$ cat src/rtl/multicycle_ctrl.sv
// multicycle_ctrl -- control FSM for the multicycle RV32I datapath.
//
// Decodes the instruction register and steps the datapath one state per
// cycle: mux selects, register/memory write enables and the ALU function.
// Memory accesses wait on mem_ready. Opcodes the datapath cannot execute
// (including all shifts) park the FSM in TRAP with a sticky illegal flag.
//
// Ports
//   clk         rising-edge clock
//   rst         synchronous active-high reset
//   instr       instruction register contents (valid from DECODE on)
//   zero, lt    ALU flags, used by branches
//   mem_ready   memory finishes the current access this cycle
//   mem_req     memory access request
//   mem_we      write access (meaningful only with mem_req)
//   adr_src     memory address: 0 PC, 1 alu_out register
//   ir_we       load instruction register and old-PC register
//   pc_we       load PC from result bus
//   rf_we       write rd from result bus
//   alu_src_a   00 PC, 01 old PC, 10 rs1, 11 zero
//   alu_src_b   00 rs2, 01 immediate, 10 constant 4
//   imm_sel     000 I, 001 S, 010 B, 011 U, 100 J
//   result_src  00 alu_out register, 01 memory data, 10 direct ALU result
//   alu_f       000 add, 001 sub, 010 slt, 011 sltu, 100 xor, 110 or, 111 and
//   illegal     sticky trap flag
//
// state     | meaning
// ----------+--------------------------------------------------------
// FETCH     | read instruction at PC, PC+4 -> PC when memory is ready
// DECODE    | check legality, precompute old PC + imm (branch/jal target)
// EXEC_R    | rs1 op rs2
// EXEC_I    | rs1 op imm
// LUI       | 0 + U-immediate
// AUIPC     | old PC + U-immediate
// ALU_WB    | alu_out -> rd
// MEM_ADR   | rs1 + offset for load/store
// MEM_RD    | load access, hold until ready
// MEM_WB    | memory data -> rd
// MEM_WR    | store access, hold until ready
// BRANCH    | compare rs1/rs2, load target into PC if taken
// JAL       | target -> PC, compute link address
// JALR_A    | rs1 + imm
// JALR_PC   | target -> PC, compute link address
// LINK      | link address -> rd
// TRAP      | illegal instruction, frozen until reset

module multicycle_ctrl (
    input  logic        clk,
    input  logic        rst,
    input  logic [31:0] instr,
    input  logic        zero,
    input  logic        lt,
    input  logic        mem_ready,
    output logic        mem_req,
    output logic        mem_we,
    output logic        adr_src,
    output logic        ir_we,
    output logic        pc_we,
    output logic        rf_we,
    output logic [1:0]  alu_src_a,
    output logic [1:0]  alu_src_b,
    output logic [2:0]  imm_sel,
    output logic [1:0]  result_src,
    output logic [2:0]  alu_f,
    output logic        illegal
);

    typedef enum logic [4:0] {
        S_FETCH,
        S_DECODE,
        S_EXEC_R,
        S_EXEC_I,
        S_LUI,
        S_AUIPC,
        S_ALU_WB,
        S_MEM_ADR,
        S_MEM_RD,
        S_MEM_WB,
        S_MEM_WR,
        S_BRANCH,
        S_JAL,
        S_JALR_A,
        S_JALR_PC,
        S_LINK,
        S_TRAP
    } state_t;

    localparam logic [6:0] OP_R      = 7'b0110011;
    localparam logic [6:0] OP_I      = 7'b0010011;
    localparam logic [6:0] OP_LOAD   = 7'b0000011;
    localparam logic [6:0] OP_STORE  = 7'b0100011;
    localparam logic [6:0] OP_BRANCH = 7'b1100011;
    localparam logic [6:0] OP_JAL    = 7'b1101111;
    localparam logic [6:0] OP_JALR   = 7'b1100111;
    localparam logic [6:0] OP_LUI    = 7'b0110111;
    localparam logic [6:0] OP_AUIPC  = 7'b0010111;

    localparam logic [1:0] A_PC     = 2'b00;
    localparam logic [1:0] A_OLD_PC = 2'b01;
    localparam logic [1:0] A_RS1    = 2'b10;
    localparam logic [1:0] A_ZERO   = 2'b11;

    localparam logic [1:0] B_RS2    = 2'b00;
    localparam logic [1:0] B_IMM    = 2'b01;
    localparam logic [1:0] B_FOUR   = 2'b10;

    localparam logic [2:0] IMM_I    = 3'b000;
    localparam logic [2:0] IMM_S    = 3'b001;
    localparam logic [2:0] IMM_B    = 3'b010;
    localparam logic [2:0] IMM_U    = 3'b011;
    localparam logic [2:0] IMM_J    = 3'b100;

    localparam logic [1:0] RES_ALU_OUT = 2'b00;
    localparam logic [1:0] RES_MEM     = 2'b01;
    localparam logic [1:0] RES_ALU     = 2'b10;

    localparam logic [2:0] F_ADD    = 3'b000;
    localparam logic [2:0] F_SUB    = 3'b001;
    localparam logic [2:0] F_SLT    = 3'b010;
    localparam logic [2:0] F_SLTU   = 3'b011;

    state_t state;
    state_t state_next;

    logic [6:0] opcode;
    logic [2:0] funct3;
    logic [6:0] funct7;
    logic       f3_shift;
    logic       legal;
    logic [2:0] op_f;
    logic [2:0] branch_f;
    logic       branch_taken;
    logic       unused_instr_bits;

    assign opcode = instr[6:0];
    assign funct3 = instr[14:12];
    assign funct7 = instr[31:25];

    // Register indices and immediate fields belong to the datapath.
    assign unused_instr_bits = ^{instr[24:15], instr[11:7]};

    // funct3 001/101 are the shift encodings, which the ALU cannot do.
    assign f3_shift = (funct3[1:0] == 2'b01);

    always_comb begin
        legal = 1'b0;
        case (opcode)
            OP_R:               legal = !f3_shift &&
                                        ((funct7 == 7'b0000000) ||
                                         (funct7 == 7'b0100000 && funct3 == 3'b000));
            OP_I:               legal = !f3_shift;
            OP_LOAD, OP_STORE:  legal = (funct3 == 3'b010);
            OP_BRANCH:          legal = (funct3[2:1] != 2'b01);
            OP_JALR:            legal = (funct3 == 3'b000);
            OP_JAL, OP_LUI,
            OP_AUIPC:           legal = 1'b1;
            default:            legal = 1'b0;
        endcase
    end

    // The remaining ALU codes match funct3 directly; only sub needs funct7.
    always_comb begin
        op_f = funct3;
        if (funct3 == 3'b000) begin
            op_f = (opcode == OP_R && funct7 == 7'b0100000) ? F_SUB : F_ADD;
        end
    end

    // funct3[2] picks the lt-based compares, funct3[1] unsigned,
    // funct3[0] inverts the condition (bne/bge/bgeu).
    always_comb begin
        if (!funct3[2]) begin
            branch_f = F_SUB;
        end else if (!funct3[1]) begin
            branch_f = F_SLT;
        end else begin
            branch_f = F_SLTU;
        end
    end

    assign branch_taken = funct3[2] ? (lt ^ funct3[0]) : (zero ^ funct3[0]);

    always_ff @(posedge clk) begin
        if (rst) begin
            state   <= S_FETCH;
            illegal <= 1'b0;
        end else begin
            state <= state_next;
            if (state_next == S_TRAP) begin
                illegal <= 1'b1;
            end
        end
    end

    always_comb begin
        state_next = state;
        mem_req    = 1'b0;
        mem_we     = 1'b0;
        adr_src    = 1'b0;
        ir_we      = 1'b0;
        pc_we      = 1'b0;
        rf_we      = 1'b0;
        alu_src_a  = A_PC;
        alu_src_b  = B_RS2;
        imm_sel    = IMM_I;
        result_src = RES_ALU_OUT;
        alu_f      = F_ADD;

        case (state)
            S_FETCH: begin
                mem_req    = 1'b1;
                alu_src_a  = A_PC;
                alu_src_b  = B_FOUR;
                result_src = RES_ALU;
                if (mem_ready) begin
                    ir_we      = 1'b1;
                    pc_we      = 1'b1;
                    state_next = S_DECODE;
                end
            end
            S_DECODE: begin
                alu_src_a = A_OLD_PC;
                alu_src_b = B_IMM;
                imm_sel   = (opcode == OP_JAL) ? IMM_J : IMM_B;
                if (!legal) begin
                    state_next = S_TRAP;
                end else begin
                    case (opcode)
                        OP_R:              state_next = S_EXEC_R;
                        OP_I:              state_next = S_EXEC_I;
                        OP_LOAD, OP_STORE: state_next = S_MEM_ADR;
                        OP_BRANCH:         state_next = S_BRANCH;
                        OP_JAL:            state_next = S_JAL;
                        OP_JALR:           state_next = S_JALR_A;
                        OP_LUI:            state_next = S_LUI;
                        OP_AUIPC:          state_next = S_AUIPC;
                        default:           state_next = S_TRAP;
                    endcase
                end
            end
            S_EXEC_R: begin
                alu_src_a  = A_RS1;
                alu_src_b  = B_RS2;
                alu_f      = op_f;
                state_next = S_ALU_WB;
            end
            S_EXEC_I: begin
                alu_src_a  = A_RS1;
                alu_src_b  = B_IMM;
                imm_sel    = IMM_I;
                alu_f      = op_f;
                state_next = S_ALU_WB;
            end
            S_LUI: begin
                alu_src_a  = A_ZERO;
                alu_src_b  = B_IMM;
                imm_sel    = IMM_U;
                state_next = S_ALU_WB;
            end
            S_AUIPC: begin
                alu_src_a  = A_OLD_PC;
                alu_src_b  = B_IMM;
                imm_sel    = IMM_U;
                state_next = S_ALU_WB;
            end
            S_ALU_WB: begin
                rf_we      = 1'b1;
                result_src = RES_ALU_OUT;
                state_next = S_FETCH;
            end
            S_MEM_ADR: begin
                alu_src_a  = A_RS1;
                alu_src_b  = B_IMM;
                imm_sel    = (opcode == OP_STORE) ? IMM_S : IMM_I;
                state_next = (opcode == OP_STORE) ? S_MEM_WR : S_MEM_RD;
            end
            S_MEM_RD: begin
                mem_req = 1'b1;
                adr_src = 1'b1;
                if (mem_ready) begin
                    state_next = S_MEM_WB;
                end
            end
            S_MEM_WB: begin
                rf_we      = 1'b1;
                result_src = RES_MEM;
                state_next = S_FETCH;
            end
            S_MEM_WR: begin
                mem_req = 1'b1;
                mem_we  = 1'b1;
                adr_src = 1'b1;
                if (mem_ready) begin
                    state_next = S_FETCH;
                end
            end
            S_BRANCH: begin
                // Target was latched into alu_out during DECODE.
                alu_src_a  = A_RS1;
                alu_src_b  = B_RS2;
                alu_f      = branch_f;
                pc_we      = branch_taken;
                result_src = RES_ALU_OUT;
                state_next = S_FETCH;
            end
            S_JAL: begin
                pc_we      = 1'b1;
                result_src = RES_ALU_OUT;
                alu_src_a  = A_OLD_PC;
                alu_src_b  = B_FOUR;
                state_next = S_LINK;
            end
            S_JALR_A: begin
                alu_src_a  = A_RS1;
                alu_src_b  = B_IMM;
                imm_sel    = IMM_I;
                state_next = S_JALR_PC;
            end
            S_JALR_PC: begin
                pc_we      = 1'b1;
                result_src = RES_ALU_OUT;
                alu_src_a  = A_OLD_PC;
                alu_src_b  = B_FOUR;
                state_next = S_LINK;
            end
            S_LINK: begin
                rf_we      = 1'b1;
                result_src = RES_ALU_OUT;
                state_next = S_FETCH;
            end
            S_TRAP: begin
                state_next = S_TRAP;
            end
            default: begin
                state_next = S_TRAP;
            end
        endcase

        // Reset silences the datapath in the same cycle, abandoning any
        // outstanding memory access.
        if (rst) begin
            mem_req    = 1'b0;
            mem_we     = 1'b0;
            adr_src    = 1'b0;
            ir_we      = 1'b0;
            pc_we      = 1'b0;
            rf_we      = 1'b0;
            alu_src_a  = 2'b00;
            alu_src_b  = 2'b00;
            imm_sel    = 3'b000;
            result_src = 2'b00;
            alu_f      = 3'b000;
        end
    end

endmodule

$ cat config.mk
export PLATFORM = sky130hd
export DESIGN_NAME = multicycle_ctrl
export DESIGN_NICKNAME = d
export VERILOG_FILES = /design/src/rtl/multicycle_ctrl.sv
export SDC_FILE = /design/constraint.sdc
export NUM_CORES = 1
export LEC_CHECK = 0
export CORE_MARGIN = 1.5
export CORE_UTILIZATION = 37
export CTS_CLUSTER_SIZE = 20
export DETAILED_ROUTE_END_ITERATION = 10
export MAX_ROUTING_LAYER = met4
export PLACE_DENSITY = 0.81
export SKIP_LAST_GASP = 1
export SYNTH_ARGS = -nofsm -noshare
export SYNTH_HDL_FRONTEND = slang
export SYNTH_SLANG_ARGS = --single-unit
$ cat constraint.sdc
create_clock -name clk -period 2 [get_ports clk]
set_clock_uncertainty 0.1 [all_clocks]
set_input_delay 0.4 -clock clk [delete_from_list [all_inputs] [get_ports clk]]
set_output_delay 0.4 -clock clk [all_outputs]
set_load 0.005 [all_outputs]
==> impl_summary.md, run 1 <==
Outcome
The flow ran to the end, but the final reports show violations. The final reports fail on negative setup slack.

Timing
The worst hold slack is about 0.48 ns. The timing-limited maximum frequency is around 0.46 GHz. The smallest clock period supported by the final layout is computed as 2.171 ns. The number of endpoints failing setup at the final stage is 6. Headroom to the max-slew limit came out at 63.20%. Of the available clock period, the critical path in the final layout requires 108.5%. The slew of the pin with the lowest slew margin is 0.5381 ns. Across all setup checks in the final design, the least slack found is -0.1709 ns. The number of max-slew violations in the final report is 0.

Setup repair after global routing could not meet its margin everywhere. The number of failing hold endpoints at the final stage came to 0.

Cells and area
The synthesis-to-finish area growth is 119.6%. The library cell used most frequently in the layout, excluding fill and tap cells, is buf_4. The number of nets in the layout is 280. Of the cells placed in the final design, the portion with a size suffix greater than 1 is 59.34%. The library cells used most frequently in the layout, excluding fill and tap cells, are buf_4 (61), nand2_1 (13), nor2_1 (12), clkbuf_2 (12), buf_2 (10). The number of antenna diodes in the final layout is 0.

Critical path
The number of cells on the worst reg-to-reg path is 7. The worst endpoint required time is 1.50 ns. The critical path goes through nor3_2 > nand2_2 > a211oi_2 > a21oi_1 > nor2_1 > clkdlybuf4s15_2. On the critical path, the stage with the largest delay is an instance of dfxtp_4. Among cell families on the critical path, the largest total delay comes from simple AND/OR/NAND/NOR gates. Data arrives at the worst endpoint at 1.67 ns.

The critical path endpoint category is a primary output. On the worst path, the slowest cell contributes a delay of 0.36 ns. In this run the register-to-register setup slack is approximately 0.040 ns. In this run the critical register-to-register path is launched from state[3]. The launching element type of the critical path is a flop. The count of buffering cells on the critical path with inverters included is 1. The highest fanout seen on the critical path is 4.

The worst register-to-register path ends at state[4]. The setup path with the least slack is of type flop to primary output.

Yosys
Synthesis produced a netlist with a net count of between 150 and 200. The number of warning messages in the yosys log is 0. After Yosys synthesis, full adders, half adders and majority gates account for 1.111% of the synthesized area.

For this run, the leading register cell type out of synthesis is dfxtp_1. The area fraction in compound gates after synthesis is ~29%. Summing the areas of all xor and xnor instances in the mapped netlist gives 2.917% of the synthesized area. In this run, synthesis inferred 0 flip-flops with an integrated enable. The sequential fraction of the synthesis area is 13.33%. The post-synthesis instance total is 138. Of all flip-flops after synthesis, the portion carrying an async set or reset was 0%. In this run, distinct cell masters in the synthesized netlist total 45. The share of synthesized cell area in and, or, nand and nor gates is a little over two fifths. Measured against the total synthesized area, the mux share comes to 1.111%.

Averaged over all synthesized cells, the footprint is roughly 6.5 um2. The area of the mapped netlist is 900.9 um2. The flip-flop and latch count after synthesis is 6. The combinational family with the most area after synthesis is simple AND/OR/NAND/NOR gates.

Die
The area of the die is 0.002740 mm2. The core footprint is 0.002255 mm2. The horizontal die dimension is 52.35 um. 56 I/O pins were placed. From bottom edge to top edge, the die measures 52.35 um. The row count is 17.

The starting density of the core is between 30% and 40%.

Clock tree
Clock-pin slew was measured on the worst setup and hold paths at 0.05 ns. The root buffer cell chosen for the clock tree is clkbuf_4. The number of clock sinks seen by CTS is 6. Counting along the longest clock path gives a buffer depth of 2. The clock tree from TritonCTS is yes. The hold buffer count at CTS is 0. The total number of H-tree levels is 1. The clock latency of the later-clocked register in the worst-skew pair is 0.26 ns.

The TritonCTS buffer count is 3.

Power
The switching power share of the total is 36.46%. The net switching power is between 0.15 and 0.2 mW. The cell-internal power is 0.3284 mW. The worst-case IR drop observed on VDD is 230.5 uV.

The relative contribution of combinational cells to total power is 51.1%. The power per cell area is 261.3 mW/mm2. The clock network power share is 23.9%. The static power due to leakage is 0.9252 nW. The sequential cell fraction of total power is 25.0%.

The post-layout total power is a little over 0.5 mW.

Detailed routing
In the routed design, unresolved DRC markers number 0. Before antenna repair, the detailed router went through 4 iterations. The final wirelength is about 4800 um.

The first routing iteration left between 60 and 70 violations. In this run the remaining antenna-violating nets after routing total 0. Dividing the detail-routed via count by the number of cells gives 5.941.

The total vias in the final route is 1,598. The wire length per cell after detailed routing is 17.66 um.

Global route
The combined global-route utilization of all metal layers is between 30% and 40%. The largest net degree at the start of global routing is 13. The first-pass GRT wire length is around 6300 um. The via count of the first global-routing pass is 1,537. The total grt overflow is 0. The number of antenna violations at the first check in global routing was 0.

Min path
The path with the worst hold slack has its endpoint at illegal. The min-delay analysis places its worst path in the category flop to flop. The worst hold path cell count is 3. The start point of the worst hold path is illegal.

Place
The sum of net half-perimeters after detailed placement is 2801 um. The congestion estimate from routability-driven global placement came to 1.038. The count of input and output buffers is 40.

Run
The reported max-cap violation count is 0.
-- routing by layer --
| metal | track usage (%) | vias to the layer above | part of all wire [%] |
|---|---|---|---|
| met5 | - | - | 0 |
| met4 | 11.97 | 0 | 5.5 |
| met3 | 1.429 | 35 | 6.1 |
| met2 | 65.83 | 112 | 54 |
| met1 | 27.98 | 734 | 35 |
| li1 | - | 717 | - |
-- cell usage after synthesis, types with 2 or more instances --
cell | n | area [um2]
a2111oi_0 | 2 | 17.52
a211oi_1 | 2 | 15.01
a21oi_1 | 9 | 45.04
a31oi_1 | 3 | 18.77
and3_1 | 2 | 12.51
buf_2 | 2 | 10.01
buf_6 | 2 | 22.52
clkbuf_1 | 6 | 22.52
dfxtp_1 | 6 | 120.1
inv_1 | 6 | 22.52
nand2_1 | 17 | 63.81
nand2b_1 | 4 | 25.02
nand3_1 | 5 | 25.02
nor2_1 | 14 | 52.55
nor3_1 | 10 | 50.05
nor3_2 | 2 | 20.02
nor4_1 | 4 | 25.02
o21ai_0 | 8 | 40.04
o21ai_1 | 3 | 15.01
o31ai_1 | 4 | 30.03
or2_1 | 2 | 12.51
xnor2_1 | 2 | 17.52
-- per-stage QoR --
| stage | util [%] | setup TNS (ns) | cells | setup slack, ns | area [um2] |
|---|---|---|---|---|---|
| 2_1_floorplan | - | 0 | 138 | 0.1817 | 900.9 |
| 3_3_place_gp | 72.48 | -10.07 | 243 | -0.6318 | 1634 |
| 3_5_place_dp | 72.48 | -10.97 | 243 | -0.6703 | 1634 |
| 4_1_cts | 81.35 | -0.7598 | 259 | -0.1948 | 1834 |
| 5_1_grt | 87.74 | -1.143 | 269 | -0.2577 | 1978 |
| 6_report | 87.74 | -0.5569 | 269 | -0.1709 | 1978 |
-- registers in the layout, indices dropped and copies added (netlist names) --
name	flops
illegal	1
state	5
-- how the worst max path moves through the flow --
stage,start,to,slack [ns],depth (start not counted)
5_1_grt,state[3],pc_we,-0.26,6
6_report,state[3],pc_we,-0.17,6
3_3_place_gp,instr[2],alu_f[0],-0.63,7
4_1_cts,state[3],alu_f[1],-0.19,5
3_5_place_dp,instr[4],imm_sel[0],-0.67,6
2_1_floorplan,rst,mem_req,0.18,4
-- tightest hold or removal path: cells and delay by family, from the launching register on --
kind / cells / cell delay, ns
DFF: 1 / 0.32
and+or+nand+nor: 2 / 0.13
AOI/OAI and AO/OA: 1 / 0.10
-- cell families after synthesis --
kind of cell,Yosys count
AO/OA/AOI/OAI,39
XOR/XNOR,3
adder cells (fa/ha/maj),1
buffers and inverters,17
flip-flops,6
multiplexers,1
AND/OR/NAND/NOR,71
-- what timing repair did --
item,in CTS,in global routing
endpoints found under the hold margin,0,0
pin swaps,27,18
resized for setup,93,72
cloned,0,0
setup endpoints to repair,24,20
setup buffers,13,11
-- power groups by stage --
| stage | sequential (mW) | combinational [mW] | clock, mW |
|---|---|---|---|
| 2_1_floorplan | 0.131 | 0.0871 | 0 |
| 3_3_place_gp | 0.133 | 0.217 | 0 |
| 3_5_place_dp | 0.134 | 0.224 | 0 |
| 4_1_cts | 0.130 | 0.233 | 0.112 |
| 5_1_grt | 0.129 | 0.278 | 0.130 |
| 6_report | 0.129 | 0.264 | 0.123 |
-- cell type report --
cell class	instances	area, um2
repair buffers	110	863.3
multi-input cells	115	894.6
well taps	28	35.03
flip-flops and latches	6	133.9
clock buffers	3	22.52
inverters	7	28.78
fillers	119	276.5
(Power assumes the default switching activity.)
==> run 2, diff against run 1 <==
CTS_CLUSTER_DIAMETER = 80   (was default)
==> results of run 2 <==
Final layout, timing and power as in run 1 (identical DEF).
==> run 3, diff against run 2 <==
ABC_CLOCK_PERIOD_IN_PS = 2000   (was default)
REMOVE_ABC_BUFFERS = 1   (was default)
==> run 3 against run 2 <==
  * The flow still finishes with violations (negative setup slack)
  * Final cell count down 6.3%
  * Critical path depth down 1
  * Maximum frequency is 7.7% higher
  * Worst setup slack better by 0.15 ns
  * Register-to-register slack better by 0.14 ns
  * Sequential share of layout area is 0.21 points higher
  * Die area unchanged
  * Largest power group unchanged
==> impl_summary.md, run 3 (synthesized netlist as in run 1, its figures left out) <==
Detailed routing
The average via count per standard cell is 5.952 (was 5.941). The total vias in the final route is 1,500 (was 1,598). The DRC violation count after routing is 0 (unchanged). The post-detailed-route count of antenna-violating nets is 0 (unchanged). The final wirelength is 4563 um (was 4750 um).

The number of iterations in the first detailed-routing pass is 4 (unchanged). The wire length per cell after detailed routing is 18.11 um (was 17.66 um). The number of DRC violations after detailed-routing iteration 0 was 38 (was 62).

Clock tree
The root buffer cell is clkbuf_4 (unchanged). The total number of H-tree levels came to 1 (unchanged). The maximum clock insertion buffer count came to 2 (unchanged).

The clock tree from TritonCTS is yes (unchanged). The clock transition at the registers of the reported paths came to 0.04 ns (was 0.05 ns). The number of clock sinks seen by CTS came to 6 (unchanged). The hold buffer count at CTS is 0 (unchanged). The clock latency of the later-clocked register in the worst-skew pair is 0.25 ns (was 0.26 ns). The TritonCTS buffer count came to 3 (unchanged).

Cells and area
The fraction of layout instances using a drive strength above 1 is 57.59% (was 59.34%). The synthesis-to-finish area growth was 113.1% (was 119.6%). The flip-flop count of the largest register, all copies and words added is 5 (unchanged). Biggest regs: state (5), illegal (1) (unchanged). The number of nets in the layout is 263 (was 280). The combined flip-flop and latch cell area is 133.9 um2 (unchanged).

The number of non-filler instances in the completed layout is 252 (was 269). The register containing the most flip-flops in the final layout is state (unchanged). The antenna diode count came to 0 (unchanged). The filler cell count was 133 (was 119). Highest-count cells in the layout ignoring fill and taps: buf_4 (45), nor2_1 (13), nand2_1 (12) (was buf_4 (61), nand2_1 (13), nor2_1 (12), clkbuf_2 (12), buf_2 (10)). The multi-input combinational cell area is 955.9 um2 (was 894.6 um2). The most frequent standard cell in the layout excluding fill and tap cells is buf_4 (unchanged).

Timing
The number of failing hold endpoints at the final stage is 0 (unchanged). The post-route clock period utilization is 100.8% (was 108.5%). The number of endpoints failing setup at the final stage is 2 (was 6). The timing-limited maximum frequency came to 0.4960 GHz (was 0.4606 GHz). The number of max-slew violations in the final report was 0 (unchanged). The max-slew headroom at the worst pin is 74.24% (was 63.20%). The time the final worst path needs with I/O delays and setup was 2.016 ns (was 2.171 ns). The slew of the pin with the lowest slew margin is 0.3766 ns (was 0.5381 ns). The minimum setup slack in the final design is -0.01615 ns (was -0.1709 ns). Setup repair after global routing missed its margin: yes (unchanged).

Global route
The via count of the first global-routing pass is 1,475 (was 1,537). The total grt overflow is 0 (unchanged). The combined global-route utilization of all metal layers came to 32.11% (was 31.10%). The first-pass GRT wire length was 6492 um (was 6313 um). The number of antenna violations at the first check in global routing was 0 (unchanged).

The largest net degree at the start of global routing is 11 (was 13).

Run
The reported max-cap violation count is 0 (unchanged).

Place
The weighted congestion at the end of routability-driven global placement came to 0.8522 (was 1.038). The count of input and output buffers came to 40 (unchanged). The sum of net half-perimeters after detailed placement is 2823 um (was 2801 um).

The cell count after placement is 239 (was 243). The worst slack at placement is -0.7180 ns (was -0.6703 ns).

Critical path
The critical path data arrival time is 1.52 ns (was 1.67 ns). The critical path class is flop to primary output (unchanged). The worst endpoint required time came to 1.50 ns (about the same). The highest fanout seen on the critical path is 6 (was 4). The launching element type of the critical path is a flop (unchanged).

The critical path endpoint category is a primary output (unchanged).

Die
The starting density of the core was 39.96% (unchanged). The chip height is 52.35 um (unchanged). The horizontal die dimension came to 52.35 um (unchanged).

The row count is 17 (unchanged). The core footprint came to 0.002255 mm2 (unchanged). The number of I/O pins came to 56 (unchanged). The area of the die came to 0.002740 mm2 (unchanged).

Power
The power per cell area is 269.5 mW/mm2 (was 261.3 mW/mm2). The post-layout total power is 0.5172 mW (was 0.5168 mW). The static power due to leakage is 0.8853 nW (was 0.9252 nW). The largest vdd supply drop is 422.5 uV (was 230.5 uV).

Outcome
Status: complete, but fails checks (unchanged). Violations in the final reports: negative setup slack (unchanged).

Min path
The type of the tightest min-delay check is flop to flop (unchanged).
[run 3: changes by cell type in the layout (fill, tap and decap cells not counted), sizes merged]
cell	previous run	this run
clkbuf	15	12
buf	81	66
dlymetal6s2s	3	4
clkdlybuf4s15	5	2
clkdlybuf4s50	3	2
dlygate4sd2	6	10
[run 3: report_power, final]
part	internal, mW	total [mW]	leakage [nW]	switching [mW]
Sequential	0.124	0.132	0.0521	0.00737
Combinational	0.139	0.271	0.819	0.132
Clock	0.0681	0.115	0.0138	0.0466
[run 3: timing repair]
item,CTS,global route
endpoints found under the setup margin,24,17
gates resized for setup,113,51
pin swaps,22,16
buffers inserted,7,4
[run 3: through the flow]
stage               TNS (ns)  hold slack [ns]  cell area (um2)  utilization (%)
CTS                  -0.2388           0.4785             1818            80.63
finish              -0.01874           0.5304             1919            85.13
detailed placement    -11.54           0.4680             1617            71.70
floorplan                  0           0.3694            845.8                -
global placement      -10.15           0.4479             1617            71.70
global route         -0.3702           0.5688             1919            85.13
[run 3: routing by layer]
metal | share of wire, % | global-route usage, % | wire (um) | vias to the layer above
met5 | 0 | - | 0 | -
met3 | 4.3 | 6.000 | 198 | 18
met2 | 55 | 63.33 | 2493 | 76
li1 | - | - | - | 688
met4 | 3.3 | 7.265 | 150 | 0
met1 | 38 | 32.06 | 1721 | 718
[run 3: cell type report]
cell class | count | area share, %
multi-input combinational | 115 | 49.80
timing repair buffer | 93 | 38.85
sequential | 6 | 6.975
tap | 28 | 1.825
inverter | 7 | 1.369
clock buffer | 3 | 1.173
[run 3: path summary, 6_finish.rpt]
check,from,cells after the start,slack (ns),end
setup / recovery,state[4],5,-0.02,alu_f[0]
hold / removal,illegal,3,0.53,illegal
setup reg to reg,state[2],7,0.18,state[4]
hold reg to reg,illegal,3,0.53,illegal
[run 3: critical path, stage by stage (launching register included)]
cell and delay, ns:
dfxtp_4 0.36, buf_12 0.14, nor3_2 0.27, o21ai_0 0.20
a21oi_2 0.17, buf_2 0.13
